$ cat src/rtl/bin_to_bcd_div4_pkg.sv
// rtl/bin_to_bcd_div4_pkg.sv - shared types and constants for the binary-to-BCD converter
package bin_to_bcd_div4_pkg;

    localparam int BCD_W       = 4;
    localparam int BIN_W_DEF   = 7;
    localparam int MAX_VAL_DEF = 99;
    localparam int CNT_W_DEF   = $clog2(BIN_W_DEF);

    typedef enum logic [1:0] {
        IDLE  = 2'd0,
        SHIFT = 2'd1,
        DONE  = 2'd2
    } state_t;

endpackage

$ cat src/rtl/bin_to_bcd_div4_bcd_digit_adjust.sv
// rtl/bin_to_bcd_div4_bcd_digit_adjust.sv - double-dabble "if >= 5 add 3" digit correction
module bcd_digit_adjust
    import bin_to_bcd_div4_pkg::*;
(
    input  logic [BCD_W-1:0] d_i,
    output logic [BCD_W-1:0] d_o
);

    // Result stays 4 bits: inputs never exceed 9 on the legal path, so no carry is lost.
    assign d_o = (d_i >= BCD_W'(5)) ? d_i + BCD_W'(3) : d_i;

endmodule

$ cat src/rtl/bin_to_bcd_div4.sv
// rtl/bin_to_bcd_div4.sv - sequential shift-and-add-3 converter to two BCD digits with Div4 flag
module bin_to_bcd_div4
    import bin_to_bcd_div4_pkg::*;
#(
    parameter int BIN_W   = BIN_W_DEF,
    parameter int MAX_VAL = MAX_VAL_DEF
) (
    input  logic             Clock,
    input  logic             Reset_n,
    input  logic             Start,
    input  logic [BIN_W-1:0] Bin,
    output logic             Busy,
    output logic             Done,
    output logic [BCD_W-1:0] YT,
    output logic [BCD_W-1:0] YO,
    output logic             Div4,
    output logic             Error
);

    localparam int               CNT_W    = $clog2(BIN_W);
    localparam logic [BIN_W-1:0] MAX_BIN  = BIN_W'(MAX_VAL);
    localparam logic [CNT_W-1:0] CNT_LAST = CNT_W'(BIN_W - 1);

    state_t             state_q;
    logic [BIN_W-1:0]   bin_q, bin_d;
    logic [BCD_W-1:0]   tens_q, ones_q, tens_d, ones_d, tens_adj, ones_adj;
    logic [CNT_W-1:0]   cnt_q;
    logic [1:0]         lsb_q;
    logic               busy_q, done_q, div4_q, err_q;
    logic [BCD_W-1:0]   yt_q, yo_q;

    bcd_digit_adjust u_adj_tens (.d_i(tens_q), .d_o(tens_adj));
    bcd_digit_adjust u_adj_ones (.d_i(ones_q), .d_o(ones_adj));

    // The tens MSB is dropped on the shift: it is always zero for values up to 99.
    assign {tens_d, ones_d, bin_d} = {tens_adj[BCD_W-2:0], ones_adj, bin_q, 1'b0};

    always_ff @(posedge Clock or negedge Reset_n) begin
        if (!Reset_n) begin
            state_q <= IDLE;
            bin_q   <= '0;
            tens_q  <= '0;
            ones_q  <= '0;
            cnt_q   <= '0;
            lsb_q   <= '0;
            busy_q  <= 1'b0;
            done_q  <= 1'b0;
            div4_q  <= 1'b0;
            err_q   <= 1'b0;
            yt_q    <= '0;
            yo_q    <= '0;
        end else begin
            case (state_q)
                IDLE: begin
                    done_q <= 1'b0;
                    if (Start) begin
                        busy_q <= 1'b1;
                        if (Bin > MAX_BIN) begin
                            state_q <= DONE;
                            done_q  <= 1'b1;
                            yt_q    <= '0;
                            yo_q    <= '0;
                            div4_q  <= 1'b0;
                            err_q   <= 1'b1;
                        end else begin
                            state_q <= SHIFT;
                            bin_q   <= Bin;
                            lsb_q   <= Bin[1:0];
                            tens_q  <= '0;
                            ones_q  <= '0;
                            cnt_q   <= '0;
                        end
                    end
                end
                SHIFT: begin
                    tens_q <= tens_d;
                    ones_q <= ones_d;
                    bin_q  <= bin_d;
                    cnt_q  <= cnt_q + 1'b1;
                    if (cnt_q == CNT_LAST) begin
                        state_q <= DONE;
                        done_q  <= 1'b1;
                        yt_q    <= tens_d;
                        yo_q    <= ones_d;
                        div4_q  <= (lsb_q == 2'b00);
                        err_q   <= 1'b0;
                    end
                end
                DONE: begin
                    state_q <= IDLE;
                    done_q  <= 1'b0;
                    busy_q  <= 1'b0;
                end
                default: begin
                    state_q <= IDLE;
                    done_q  <= 1'b0;
                    busy_q  <= 1'b0;
                end
            endcase
        end
    end

    assign Busy  = busy_q;
    assign Done  = done_q;
    assign YT    = yt_q;
    assign YO    = yo_q;
    assign Div4  = div4_q;
    assign Error = err_q;

endmodule

$ cat config.mk
export PLATFORM = sky130hd
export DESIGN_NAME = bin_to_bcd_div4
export DESIGN_NICKNAME = d
export VERILOG_FILES = /design/src/rtl/bin_to_bcd_div4_pkg.sv /design/src/rtl/bin_to_bcd_div4_bcd_digit_adjust.sv /design/src/rtl/bin_to_bcd_div4.sv
export SDC_FILE = /design/constraint.sdc
export NUM_CORES = 1
export LEC_CHECK = 0
export CAP_MARGIN = 20
export CORE_MARGIN = 2
export CORE_UTILIZATION = 57
export DETAILED_ROUTE_END_ITERATION = 8
export GPL_TIMING_DRIVEN = 0
export PLACE_DENSITY = 0.88
export SETUP_SLACK_MARGIN = 0.3
export SLEW_MARGIN = 20
export SYNTH_ARGS = -nofsm -noshare
export SYNTH_HDL_FRONTEND = slang
export SYNTH_SLANG_ARGS = --single-unit
$ cat constraint.sdc
create_clock -name Clock -period 2.65 [get_ports Clock]
set_input_delay 0.53 -clock Clock [delete_from_list [all_inputs] [get_ports Clock]]
set_output_delay 0.53 -clock Clock [all_outputs]
set_load 0.02 [all_outputs]
Word level (Yosys, flattened, before mapping)
Index checks and enable logic that the tools add are counted.

Output and inout bits: 12. Flip-flop bits (word level): 34. Input bits: 10. Word-level logic and storage cells: 70.

Muxes and demuxes: 36. Reductions and logical operators: 8. Magnitude comparators: 3. Bitwise logic cells: 2. $add $sub $neg: 3. Eq/ne operators: 6.

Operators by type and width (number): 4-bit one-hot mux with 2 select lines (4); 4-bit two-way mux (7); 7-bit two-way mux (2); 7-bit one-hot mux with 2 select lines (1); 1-bit two-way mux (10); 3-bit two-way mux (3); 4-bit by 3-bit >= comparator with 1-bit output (second input constant) (2); 2-bit inequality test (second input constant) (4); 1-bit one-hot mux with 2 select lines (4); 7-bit > comparator (second input constant) (1); 2-bit two-way mux (3); 3-bit one-hot mux with 2 select lines (1); 3-bit AND reduction (2); 4-bit by 2-bit adder with 4-bit output (second input constant) (1); 2-bit logical NOT (2); 2-bit one-hot mux with 2 select lines (1); 2-bit AND reduction (2); 4-bit AND reduction (1); 3-bit by 1-bit adder with 3-bit output (second input constant) (1); 3-bit by 2-bit adder with 3-bit output (second input constant) (1); 3-bit equality test (second input constant) (1); 2-bit by 1-bit equality test with 1-bit output (second input constant) (1); 1-bit NOT (2); 2-bit nonzero test (1).

Longest topological paths before layout
Depth in word-level cells: 4. Mapped depth: 7. Depth with buffers taken out: 6.

Cells and area by module
Synthesis repeated with hierarchy kept, for this count alone.

Cells, all modules: 154. Area total of the unflattened synthesis: 1739.2 µm².

By module, submodules not included: bin_to_bcd_div4 (area each 1536.5 µm², sequential area each 850.8 µm², cells each 122, instances 1); bcd_digit_adjust (area each 101.3 µm², sequential area each 0.0 µm², cells each 16, instances 2).

Least setup slack after synthesis
Ideal clock, no wire load.

Path type: reg-to-reg. From: register ones_q[0]. To: register yo_q[2], in the netlist YO[2]. Setup slack: 0.984 ns. Data required time: 2.525 ns. Buffers on the path: 0. Cell stages (with the launch flop): 6. Arrival: 1.542 ns. Period minus slack after synthesis: 1.666 ns. Setup time: 0.125 ns. Cell sequence: dfrtp_1 ha_1 nand2b_1 a21oi_1 mux2_2 mux2_2.

Word-level cells in the longest chain between the ends: 4. Elaborated cells between the ends (all ways): 5. Those cells by class: add/sub: 1; order compare: 1; mux: 3.

Ends and longest elaborated chain: from (decl) (RTL line bin_to_bcd_div4.sv:26) `logic [BCD_W-1:0] tens_q, ones_q, tens_d, ones_d, tens_adj, ones_adj;`; from (signal assigned) (RTL line bin_to_bcd_div4.sv:77) `ones_q <= ones_d;`; 4-bit by 2-bit adder with 4-bit output or 4-bit by 3-bit >= comparator with 1-bit output (tied branches) (RTL line bin_to_bcd_div4_bcd_digit_adjust.sv:10) `assign d_o = (d_i >= BCD_W'(5)) ? d_i + BCD_W'(3) : d_i;`; 4-bit two-way mux * (RTL line bin_to_bcd_div4_bcd_digit_adjust.sv:10); 4-bit two-way mux * (RTL line bin_to_bcd_div4.sv:80) `if (cnt_q == CNT_LAST) begin`; 4-bit one-hot mux with 2 select lines * (RTL line bin_to_bcd_div4.sv:53) `case (state_q)`; to (signal assigned) (RTL line bin_to_bcd_div4.sv:84) `yo_q <= ones_d;`; to (decl) (RTL line bin_to_bcd_div4.sv:30) `logic [BCD_W-1:0] yt_q, yo_q;`.

Mark *: on every way between the ends. The rest lies on a longest branch, timed or not. The select of a mux whose other input is x is not followed. A chain may end at the register's enable or synchronous reset.

Worst setup path after layout
From: input port Bin[6]. To: register yt_q[1], in the netlist YT[1].

Word-level cells in the longest chain between the ends: 3.

Ends and longest elaborated chain: from (decl) (RTL line bin_to_bcd_div4.sv:11) `input logic [BIN_W-1:0] Bin,`; 7-bit > comparator (RTL line bin_to_bcd_div4.sv:58) `if (Bin > MAX_BIN) begin`; 2-bit inequality test (no source line); 4-bit AND reduction (no source line); to (signal assigned) (RTL line bin_to_bcd_div4.sv:83) `yt_q <= tens_d;`; to (decl) (RTL line bin_to_bcd_div4.sv:30).

No other way between the ends.

==> impl_metrics.csv <==
group,metric,value,unit
run_status,outcome,"complete, no violations",
layout,most-common-layout-cells,"dfrtp_1, clkdlybuf4s50_1, nand2_1",
placed_design,place_congestion,0.775,
drt,drt-vias-per-instance,5.71,
worst_setup_path,slowest_stage,"clkdlybuf4s50_1",
drt,drc,0,
die,ios,22,
clocking,insertion_delay,0.34,ns
timing,period_share,0.726,
worst_setup_path,critPathKind,"in -> reg",
clocking,cts_sinks,34,
layout,fin_nets,189,
layout,drive_above_1_share,0.161,
clocking,ctsHoldBuffers,0,
clocking,cts_buffers,5,
hold_path,hold_class,"in -> async",
synth,netlist_area,1610,µm²
clocking,cts_tree,"built",
placed_design,dp_hpwl,2.25,mm
layout,n_antenna_cell,0,
layout,post-route-util,0.717,
pwr,internal-power,1370,µW
drt,ant_nets,0,
synth,synth.avg_cell_area,11.2,µm²
drt,routedWlPerCell,14.9,µm
drt,drt_pre_antenna_iters,4,
global_route,grt_pass1_wl,5.37,mm
worst_setup_path,arrival,2.15,ns
layout,seqCellArea,851,µm²
global_route,antenna_found_initial,0,
die,core_area,2710,µm²
die,initial_core_util,0.593,
timing,rsz0062_at_grt,"no",
clocking,clk_path_buf_depth,2,
timing,fmax,520,MHz
worst_setup_path,path_cells,"clkdlybuf4s50_1, o311a_1, nand2_1, a21oi_1, buf_6, mux2_2",
drt,wirelength,3.05,mm
global_route,first_global_vias,1225,
worst_setup_path,reg2reg_setup_slack,0.83,ns
die,fp.dieH,57.1,µm
timing,report.final.slew_viol_count,0,
pwr,p_leak,0.000947,µW
placed_design,dpl-instance-area,1880,µm²
clocking,cts.repair.resized,0,
worst_setup_path,r2r-start,"ones_q[0]",
run,drv_cap,0,
timing,worst_slew_pin_slew,0.436,ns
synth,yosysWarnings,0,
global_route,grt_usage,0.215,
pwr,netSwitchingFraction,0.385,
worst_setup_path,cp.required,2.88,ns
worst_setup_path,cp-start-kind,"input port",
timing,maxSlewHeadroom,0.707,
synth,seq_area_frac_synth,0.529,
pwr,clkPwrFrac,0.137,
synth,synthesis.nets,160,
worst_setup_path,max_stage_delay,0.53,ns
placed_design,io_buffer_count,21,
clocking,post_cts_buffers,0,
synth,ys_seq_elements,34,
worst_setup_path,worst_r2r_path_depth,6,
pwr,p_per_area,1150,nW/µm²
pwr,p_sw,857,µW
drt,drtIter0Drc,23,
timing,tns,0,ns
clocking,path_clk_slew,0.11,ns
pwr,power_frac_seq,0.402,
worst_setup_path,timing.rr.end,"YO[2]",
die,die-width,57.1,µm
timing,fin_crit,1.92,ns
worst_setup_path,end_kind,"flop",
pwr,vdd_drop_max,0.776,mV
worst_setup_path,path_max_fanout,10,
layout,final_common_cell,"dfrtp_1",
drt,num_vias,1171,
timing,fin_skew,0.0119,ns
clocking,cts_root_buf,"clkbuf_4",
clocking,htreeDepth,2,
die,die_area,3260,µm²
die,rows,19,
layout,fin_area,1940,µm²
global_route,grt_max_degree,20,
pwr,totalPowerFinal,2230,µW
synth,synthCells,144,
global_route,grt_overflow,0,
layout,multi_input_area,704,µm²
synth,yosysUniqueCellTypes,33,
timing,final-setup-viol-count,0,
layout,area_growth,20.9,%
timing,final-hold-violation-count,0,
layout,fillerInstances,202,
timing,holdWs,0.102,ns
pwr,comb_power_share,0.461,
==> critical path, delay by kind of cell <==
kind,cells,cell delay [ns]
buf+inv,2,0.73
compound gates,2,0.48
mux,1,0.34
simple gates,1,0.06
==> layer usage <==
metal / vias to the layer above / global-route usage / share of wire
li1: 554 / - / -
met1: 577 / 0.268 / 0.45
met2: 33 / 0.348 / 0.49
met3: 7 / 0.0590 / 0.051
met4: 0 / 0.103 / 0.017
met5: - / 0 / 0
==> flip-flops by register name (all words and copies together) (netlist names) <==
name and count:
Busy 1, state_q 2, lsb_q 2, ones_q 4, tens_q 4, Div4 1
Error 1, YO 4, YT 4, Done 1, bin_q 7, cnt_q 3
==> how the worst max path moves through the flow <==
stage	startpoint	to	slack (ns)	depth (start not counted)
3_5_place_dp	Bin[6]	YT[1]	0.38	6
4_1_cts	Bin[6]	YT[1]	0.74	6
5_1_grt	Bin[6]	bin_q[3]	0.63	5
2_1_floorplan	ones_q[0]	YO[2]	0.98	5
6_report	Bin[6]	YT[1]	0.73	6
3_3_place_gp	Bin[3]	YO[1]	0.39	6
==> power by group through the flow <==
stage,Clock [µW],Combinational [µW],Sequential (µW)
2_1_floorplan,0,617,966
3_3_place_gp,0,988,884
3_5_place_dp,0,1030,904
4_1_cts,313,1040,893
5_1_grt,331,1140,922
6_report,306,1030,895
==> cell families (layout without fill, tap and decap cells) <==
family	count (synthesis)	after routing	share of synthesized area
AOI/OAI and AO/OA	33	33	0.132
buffers and inverters	11	41	0.0327
adders and majority gates	6	6	0.0467
xor gates and xnor gates	1	1	0.00545
and+or+nand+nor	39	39	0.121
DFF	34	34	0.529
muxes	20	20	0.133
==> cell type report <==
type | instances | area share
sequential | 34 | 0.438
multi-input combinational | 99 | 0.363
timing repair buffer | 22 | 0.120
clock buffer | 6 | 0.0264
tap | 31 | 0.0200
buffer | 5 | 0.0155
inverter | 6 | 0.0116
clock inverter | 2 | 0.00644
==> cell usage after synthesis <==
| cell | instances | area [µm²] |
|---|---|---|
| o211ai_1 | 1 | 7.51 |
| a21o_1 | 8 | 60.1 |
| dfrtp_1 | 34 | 851 |
| nor2_1 | 8 | 30.0 |
| o21ai_0 | 9 | 45.0 |
| xor2_1 | 1 | 8.76 |
| o21ba_2 | 1 | 10.0 |
| o21ai_1 | 1 | 5.00 |
| o21bai_1 | 1 | 7.51 |
| nand2b_1 | 4 | 25.0 |
| buf_2 | 2 | 10.0 |
| a211oi_1 | 1 | 7.51 |
| mux2_2 | 11 | 124 |
| nor3b_2 | 1 | 12.5 |
| nor3_1 | 1 | 5.00 |
| o32ai_1 | 1 | 8.76 |
| inv_1 | 6 | 22.5 |
| nand3b_1 | 1 | 7.51 |
| ha_1 | 6 | 75.1 |
| o21a_1 | 1 | 7.51 |
| or3b_2 | 1 | 8.76 |
| and2_1 | 2 | 12.5 |
| a22o_1 | 1 | 8.76 |
| mux2i_1 | 9 | 90.1 |
| nor3b_1 | 2 | 15.0 |
| o311a_1 | 1 | 10.0 |
| nor2b_1 | 1 | 6.26 |
| clkbuf_2 | 1 | 5.00 |
| buf_6 | 1 | 11.3 |
| clkbuf_1 | 1 | 3.75 |
| a21oi_1 | 7 | 35.0 |
| and2b_1 | 1 | 7.51 |
| nand2_1 | 17 | 63.8 |
==> metrics by stage <==
| stage | instances | setup WS, ns |
|---|---|---|
| after global placement | 196 | 0.389 |
| final | 205 | 0.726 |
| after CTS | 205 | 0.740 |
| after global routing | 205 | 0.632 |
| after floorplan | 144 | 0.984 |
| after detailed placement | 197 | 0.383 |
Note: power is estimated with default switching activity, not from simulation.
